[config.mk]
export PLATFORM = sky130hd
export DESIGN_NAME = vga_timing_generator
export DESIGN_NICKNAME = d
export VERILOG_FILES = /design/src/rtl/vga_timing_generator.sv
export SDC_FILE = /design/constraint.sdc
export NUM_CORES = 1
export LEC_CHECK = 0
export ABC_AREA = 1
export BUFFER_PORTS_ARGS = -buffer_cell sky130_fd_sc_hd__buf_4
export CORE_UTILIZATION = 25
export CTS_BUF_LIST = sky130_fd_sc_hd__clkbuf_16
export DETAILED_ROUTE_END_ITERATION = 7
export GPL_TIMING_DRIVEN = 0
export PLACE_DENSITY = 0.48
export SYNTH_ARGS = -nofsm -noshare
export SYNTH_HDL_FRONTEND = slang
export SYNTH_SLANG_ARGS = --single-unit
[constraint.sdc]
create_clock -name i_clk -period 1.4 [get_ports i_clk]
set_clock_uncertainty 0.2 [all_clocks]
set_input_delay 0.28 -clock i_clk [delete_from_list [all_inputs] [get_ports i_clk]]
set_output_delay 0.28 -clock i_clk [all_outputs]
set_load 0.01 [all_outputs]
[src/rtl/vga_timing_generator.sv]
// VGA timing generator.
//   Scans a pixel position (o_x/o_y) for an external pattern source, decodes
//   active area and sync pulses from it, delays them by PIPE_DELAY clocks to
//   meet the source's colour latency, then registers syncs and blanked RGB
//   together so they stay co-timed at the connector.
// Optional feature: define VGA_FRAME_COUNT_EN to add o_frame_count.
// Ports:
//   i_clk, i_rst_n          pixel clock, async active-low reset
//   o_x, o_y                current column / row counters
//   o_frame_end             high on the last clock of a frame
//   i_red, i_green, i_blue  colour from the source, PIPE_DELAY clocks after o_x/o_y
//   o_vga_hsync/vsync       active-low syncs
//   o_vga_red/green/blue    blanked, aligned colour
//   o_frame_count           completed frames (VGA_FRAME_COUNT_EN only)
module vga_timing_generator #(
  parameter int unsigned H_ACTIVE   = 640,
  parameter int unsigned H_FP       = 16,
  parameter int unsigned H_SYNC     = 96,
  parameter int unsigned H_BP       = 48,
  parameter int unsigned V_ACTIVE   = 480,
  parameter int unsigned V_FP       = 10,
  parameter int unsigned V_SYNC     = 2,
  parameter int unsigned V_BP       = 33,
  parameter int unsigned PIPE_DELAY = 1
) (
  input  logic        i_clk,
  input  logic        i_rst_n,
  output logic [10:0] o_x,
  output logic [10:0] o_y,
  output logic        o_frame_end,
  input  logic [2:0]  i_red,
  input  logic [2:0]  i_green,
  input  logic [2:0]  i_blue,
  output logic        o_vga_hsync,
  output logic        o_vga_vsync,
  output logic [2:0]  o_vga_red,
  output logic [2:0]  o_vga_green,
  output logic [2:0]  o_vga_blue
`ifdef VGA_FRAME_COUNT_EN
  ,
  output logic [15:0] o_frame_count
`endif
);

  localparam int unsigned H_TOTAL = H_ACTIVE + H_FP + H_SYNC + H_BP;
  localparam int unsigned V_TOTAL = V_ACTIVE + V_FP + V_SYNC + V_BP;

  localparam logic [10:0] HLast    = 11'(H_TOTAL - 1);
  localparam logic [10:0] VLast    = 11'(V_TOTAL - 1);
  localparam logic [10:0] HAct     = 11'(H_ACTIVE);
  localparam logic [10:0] VAct     = 11'(V_ACTIVE);
  localparam logic [10:0] HsStart  = 11'(H_ACTIVE + H_FP);
  localparam logic [10:0] HsEnd    = 11'(H_ACTIVE + H_FP + H_SYNC);
  localparam logic [10:0] VsStart  = 11'(V_ACTIVE + V_FP);
  localparam logic [10:0] VsEnd    = 11'(V_ACTIVE + V_FP + V_SYNC);

  logic [10:0] h_q, v_q;

  always_ff @(posedge i_clk or negedge i_rst_n) begin
    if (!i_rst_n) begin
      h_q <= '0;
      v_q <= '0;
    end else if (h_q == HLast) begin
      h_q <= '0;
      v_q <= (v_q == VLast) ? 11'd0 : v_q + 11'd1;
    end else begin
      h_q <= h_q + 11'd1;
    end
  end

  assign o_x         = h_q;
  assign o_y         = v_q;
  assign o_frame_end = (h_q == HLast) && (v_q == VLast);

  logic active_raw, hs_raw_n, vs_raw_n;

  always_comb begin
    active_raw = (h_q < HAct) && (v_q < VAct);
    hs_raw_n   = !((h_q >= HsStart) && (h_q < HsEnd));
    vs_raw_n   = !((v_q >= VsStart) && (v_q < VsEnd));
  end

  // Delay line matching the pattern source's colour latency.
  logic active_dly, hs_dly_n, vs_dly_n;

  generate
    if (PIPE_DELAY == 0) begin : g_bypass
      assign active_dly = active_raw;
      assign hs_dly_n   = hs_raw_n;
      assign vs_dly_n   = vs_raw_n;
    end else begin : g_pipe
      logic [PIPE_DELAY-1:0] act_sr, hs_sr, vs_sr;

      always_ff @(posedge i_clk or negedge i_rst_n) begin
        if (!i_rst_n) begin
          act_sr <= '0;
          hs_sr  <= '1;
          vs_sr  <= '1;
        end else begin
          act_sr[0] <= active_raw;
          hs_sr[0]  <= hs_raw_n;
          vs_sr[0]  <= vs_raw_n;
          for (int i = 1; i < int'(PIPE_DELAY); i++) begin
            act_sr[i] <= act_sr[i-1];
            hs_sr[i]  <= hs_sr[i-1];
            vs_sr[i]  <= vs_sr[i-1];
          end
        end
      end

      assign active_dly = act_sr[PIPE_DELAY-1];
      assign hs_dly_n   = hs_sr[PIPE_DELAY-1];
      assign vs_dly_n   = vs_sr[PIPE_DELAY-1];
    end
  endgenerate

  // Syncs and colour share one register stage so they reach the pins together.
  always_ff @(posedge i_clk or negedge i_rst_n) begin
    if (!i_rst_n) begin
      o_vga_hsync <= 1'b1;
      o_vga_vsync <= 1'b1;
      o_vga_red   <= '0;
      o_vga_green <= '0;
      o_vga_blue  <= '0;
    end else begin
      o_vga_hsync <= hs_dly_n;
      o_vga_vsync <= vs_dly_n;
      o_vga_red   <= active_dly ? i_red   : 3'd0;
      o_vga_green <= active_dly ? i_green : 3'd0;
      o_vga_blue  <= active_dly ? i_blue  : 3'd0;
    end
  end

`ifdef VGA_FRAME_COUNT_EN
  always_ff @(posedge i_clk or negedge i_rst_n) begin
    if (!i_rst_n) begin
      o_frame_count <= '0;
    end else if (o_frame_end) begin
      o_frame_count <= o_frame_count + 16'd1;
    end
  end
`endif

endmodule

---- Word level (Yosys, flattened, before mapping) ----
Index checks and enable logic that the tools add are counted.
word-level totals
  word-level logic and storage cells ...... 31
  register bits after elaboration ......... 36
cells by class
  order comparisons ....................... 6
  multiplexer cells ....................... 5
  reductions and logical operators ........ 6
  add/sub/neg operators ................... 2
  equal/unequal tests ..................... 2
operators by type and width
  operator               count
  $add 11x1->11 const B  2
  $eq 11x10->1 const B   2
  $lt 11x10->1 const B   2
  $lt 11x9->1 const B    2
  $mux 11                2
  $ge 11x10->1 const B   1
  $ge 11x9->1 const B    1
  $mux 3                 3
  $logic_and 1x1->1      4
  $logic_not 1->1        2

---- Logic depth before layout (Yosys ltp) ----
  word-level depth ........................ 3
  depth in mapped cells ................... 9

---- Worst setup path before layout ----
No wires, ideal clock.
  kind .................................... reg-to-output
  start point ............................. register v_q[0], in the netlist o_y[0]
  end point ............................... output o_frame_end
  stages on the path, launching flop included .. 7
  arrival ................................. 1257 ps
  data required time ...................... 920 ps
  slack ................................... -337 ps
  path through ............................ dfrtp_1 -> inv_1 -> ha_1 -> nand3_1 -> nor2_1 -> nand2_1 -> nor3_1
on the way
  word-level cells in the longest chain between the ends .. 2
RTL lines
  item                    line  RTL
  from (decl)             57    logic [10:0] h_q, v_q;
  from (signal assigned)  65    v_q <= (v_q == VLast) ? 11'd0 : v_q + 11'd1;
  $eq 11x10->1            73    assign o_frame_end = (h_q == HLast) && (v_q == VLast);
  $logic_and 1x1->1       73
  to (decl)               30    output logic o_frame_end,
Every way passes these cells.

---- Final worst setup path ----
  start point ............................. register h_q[4], in the netlist o_x[4]
  end point ............................... output o_frame_end
on the way
  word-level cells in the longest chain between the ends .. 2
RTL lines
  item                    line  RTL
  from (decl)             57
  from (signal assigned)  67    h_q <= h_q + 11'd1;
  $eq 11x10->1            73
  $logic_and 1x1->1       73
Every way passes these cells.

==> flow_summary.ini <==
[outcome]
status = finished with violations
violations = negative setup slack

[die]
die_area_um2 = 7580
pin_count = 45
rows = 30
core_area_um2 = 6910
die_y_um = 87.0
initial_core_util = 0.262
die_x_um = 87.0

[finish]
layout.cells.non_filler = 404
layout-drive-gt1-share = 0.471
syn_to_final_growth_pct = 66.2
utilization = 0.435
stdcell_area_um2 = 3000
antennaDiodeCount = 0
finalNetCount = 321

[grt]
grt_pass1_wl_um = 7540
overflow = 0
track_usage = 0.131
grt_pass1_vias = 1590
antenna_found_initial = 0
grt_max_degree = 37

[power]
vdd_drop_max_v = 0.000483
swShare = 0.205
p_int_mw = 1.75
clock_power_share = 0.476
p_per_area_nw_per_um2 = 734
combPwrFrac = 0.044
pwr-share-seq = 0.480
p_switching_mw = 0.453
p_total_mw = 2.21
p_leak_nw = 1.49

[placement]
io_buffers = 44
dp_hpwl_um = 3050
placed_area_um2 = 2280
gp_congestion = 0.794
place_ws_ps = -450
placed_cells = 358

[timing]
hold_viol = 0
fmaxAchievable_ghz = 0.528
post-route-min-period_ps = 1890
report.final.slew_viol_count = 0
worst_pin_slew_ps = 477
holdWs_ps = 10.2
slew_headroom = 0.682
setup_viol = 28
tns_ps = -8190
fin_ws_ps = -493
period_share = 1.35
rsz0062_at_grt = yes

[routing]
drc = 0
drt-initial-drc-count = 71
wl_per_cell_um = 12.1
final_antenna_net_count = 0
routed-via-count = 1722
drt-pass1-iter-count = 4
finalWirelength_um = 4880
viasPerCell = 4.26

[worst_setup_path]
arrival_ps = 1410
critPathMaxFanout = 6
start_kind = flop
cp-end-kind = output port
r2r_start = o_x[0]
crit_start = o_x[4]
crit_required_ps = 920
critPathKind = flop to output port
timing.rr.end = o_y[3]
rr_worst_depth = 10
r2r_setup_slack_ps = -450

[clock_tree]
cts_tree = yes
clock_sinks = 36
cts-htree-levels = 2
clock-root-buffer = clkbuf_16
cts.reportedPaths.clkPinSlew_ps = 50
cts_buffers = 5
clock_latency_ps = 280
clockBufferDepth = 2

[synth]
ys_warn_count = 0
synthFlopType = dfrtp_1
synth_area_leaders = dfrtp_1 44%, nand2_1 12%, inv_1 7.5%
yosys.cell_types.count = 28
async_flop_share = 1.00
avgSynthCellArea_um2 = 8.29
synth_edf_count = 0
synth_top_cells_by_count = 60 x nand2_1, 36 x inv_1, 32 x dfrtp_1
synth_most_common_cell = nand2_1
syn-num-nets = 232
yosys.area.top_type = dfrtp_1
yosys.area.top_type_share = 0.443
syn_area_um2 = 1810
syn_inst = 218
seq_area_frac_synth = 0.501
ys_ff_latch = 36

[hold_path]
hold_path_class = input pin to flop
min_from = i_green[1]
hold_path_end = o_vga_green[1]
min_path_cells = 3

[run]
cap_violations = 0
## registers in the layout, indices dropped and copies added, names as in the netlist
register / count
active_dly: 1
g_pipe.vs_sr: 1
o_vga_red: 3
o_y: 11
o_vga_blue: 3
g_pipe.hs_sr: 1
o_vga_green: 3
o_vga_vsync: 1
o_x: 11
o_vga_hsync: 1
## placed cells by master, fill, tap and decap left out, types with 8 or more instances in the layout
master          n
nand3_1        12
buf_6          23
nand2_1        52
nor2_1          9
dfrtp_2        12
inv_1          34
dfrtp_1        20
buf_4          50
nor2_4          8
dlygate4sd3_1   8
## timing repair
item / 4_1_cts / 5_1_grt
hold buffers: 8 / 0
cloned: 1 / 0
setup buffers: 14 / 16
resized for setup: 23 / 54
setup endpoints to repair: 23 / 38
endpoints found under the hold margin: 39 / 0
pin swaps: 15 / 15
## metal layers
layer | vias to the layer above | global-route usage | part of all wire
met2 | 49 | 0.218 | 0.48
li1 | 861 | - | -
met4 | 0 | 0.0409 | 0.016
met3 | 8 | 0.0351 | 0.052
met5 | - | 0 | 0
met1 | 804 | 0.166 | 0.45
## worst max-delay path by stage
stage                             end  slack, ps  cells after the start
after global routing      o_frame_end       -570                      6
after detailed placement  o_frame_end       -450                      7
after floorplan           o_frame_end       -230                      6
after global placement    o_frame_end       -450                      7
after CTS                 o_frame_end       -490                      7
final                     o_frame_end       -490                      5
## power groups by stage
stage	Sequential (mW)	Clock, mW	Combinational [mW]
5_1_grt	1.06	1.16	0.110
4_1_cts	1.06	1.09	0.100
3_5_place_dp	1.08	0	0.0819
6_report	1.06	1.05	0.0974
2_1_floorplan	1.08	0	0.00936
3_3_place_gp	1.08	0	0.0811
## kinds of logic (layout without fill, tap and decap cells)
family | count (synthesis) | count (layout) | synth area share
AOI/OAI and AO/OA | 9 | 9 | 0.0270
xor gates and xnor gates | 6 | 6 | 0.0291
adders and majority gates | 3 | 3 | 0.0208
buffers and inverters | 40 | 130 | 0.0886
DFF | 36 | 36 | 0.501
and+or+nand+nor | 124 | 124 | 0.334
## critical path: stages, from the launching register on
cell and delay [ps]:
dfrtp_1 400, inv_4 70, nor3_4 200, nand3_2 150, nor3_4 190, buf_6 120
## final cells by class
type,count,area [um2]
Buffer,2,15.0
Inverter,38,148
Multi-Input combinational cell,142,923
Fill cell,698,3900
Clock buffer,5,125
Sequential cell,36,921
Clock inverter,3,13.8
Timing Repair Buffer,82,738
Tap cell,96,120
No activity file was read; power rests on OpenSTA's default activity.
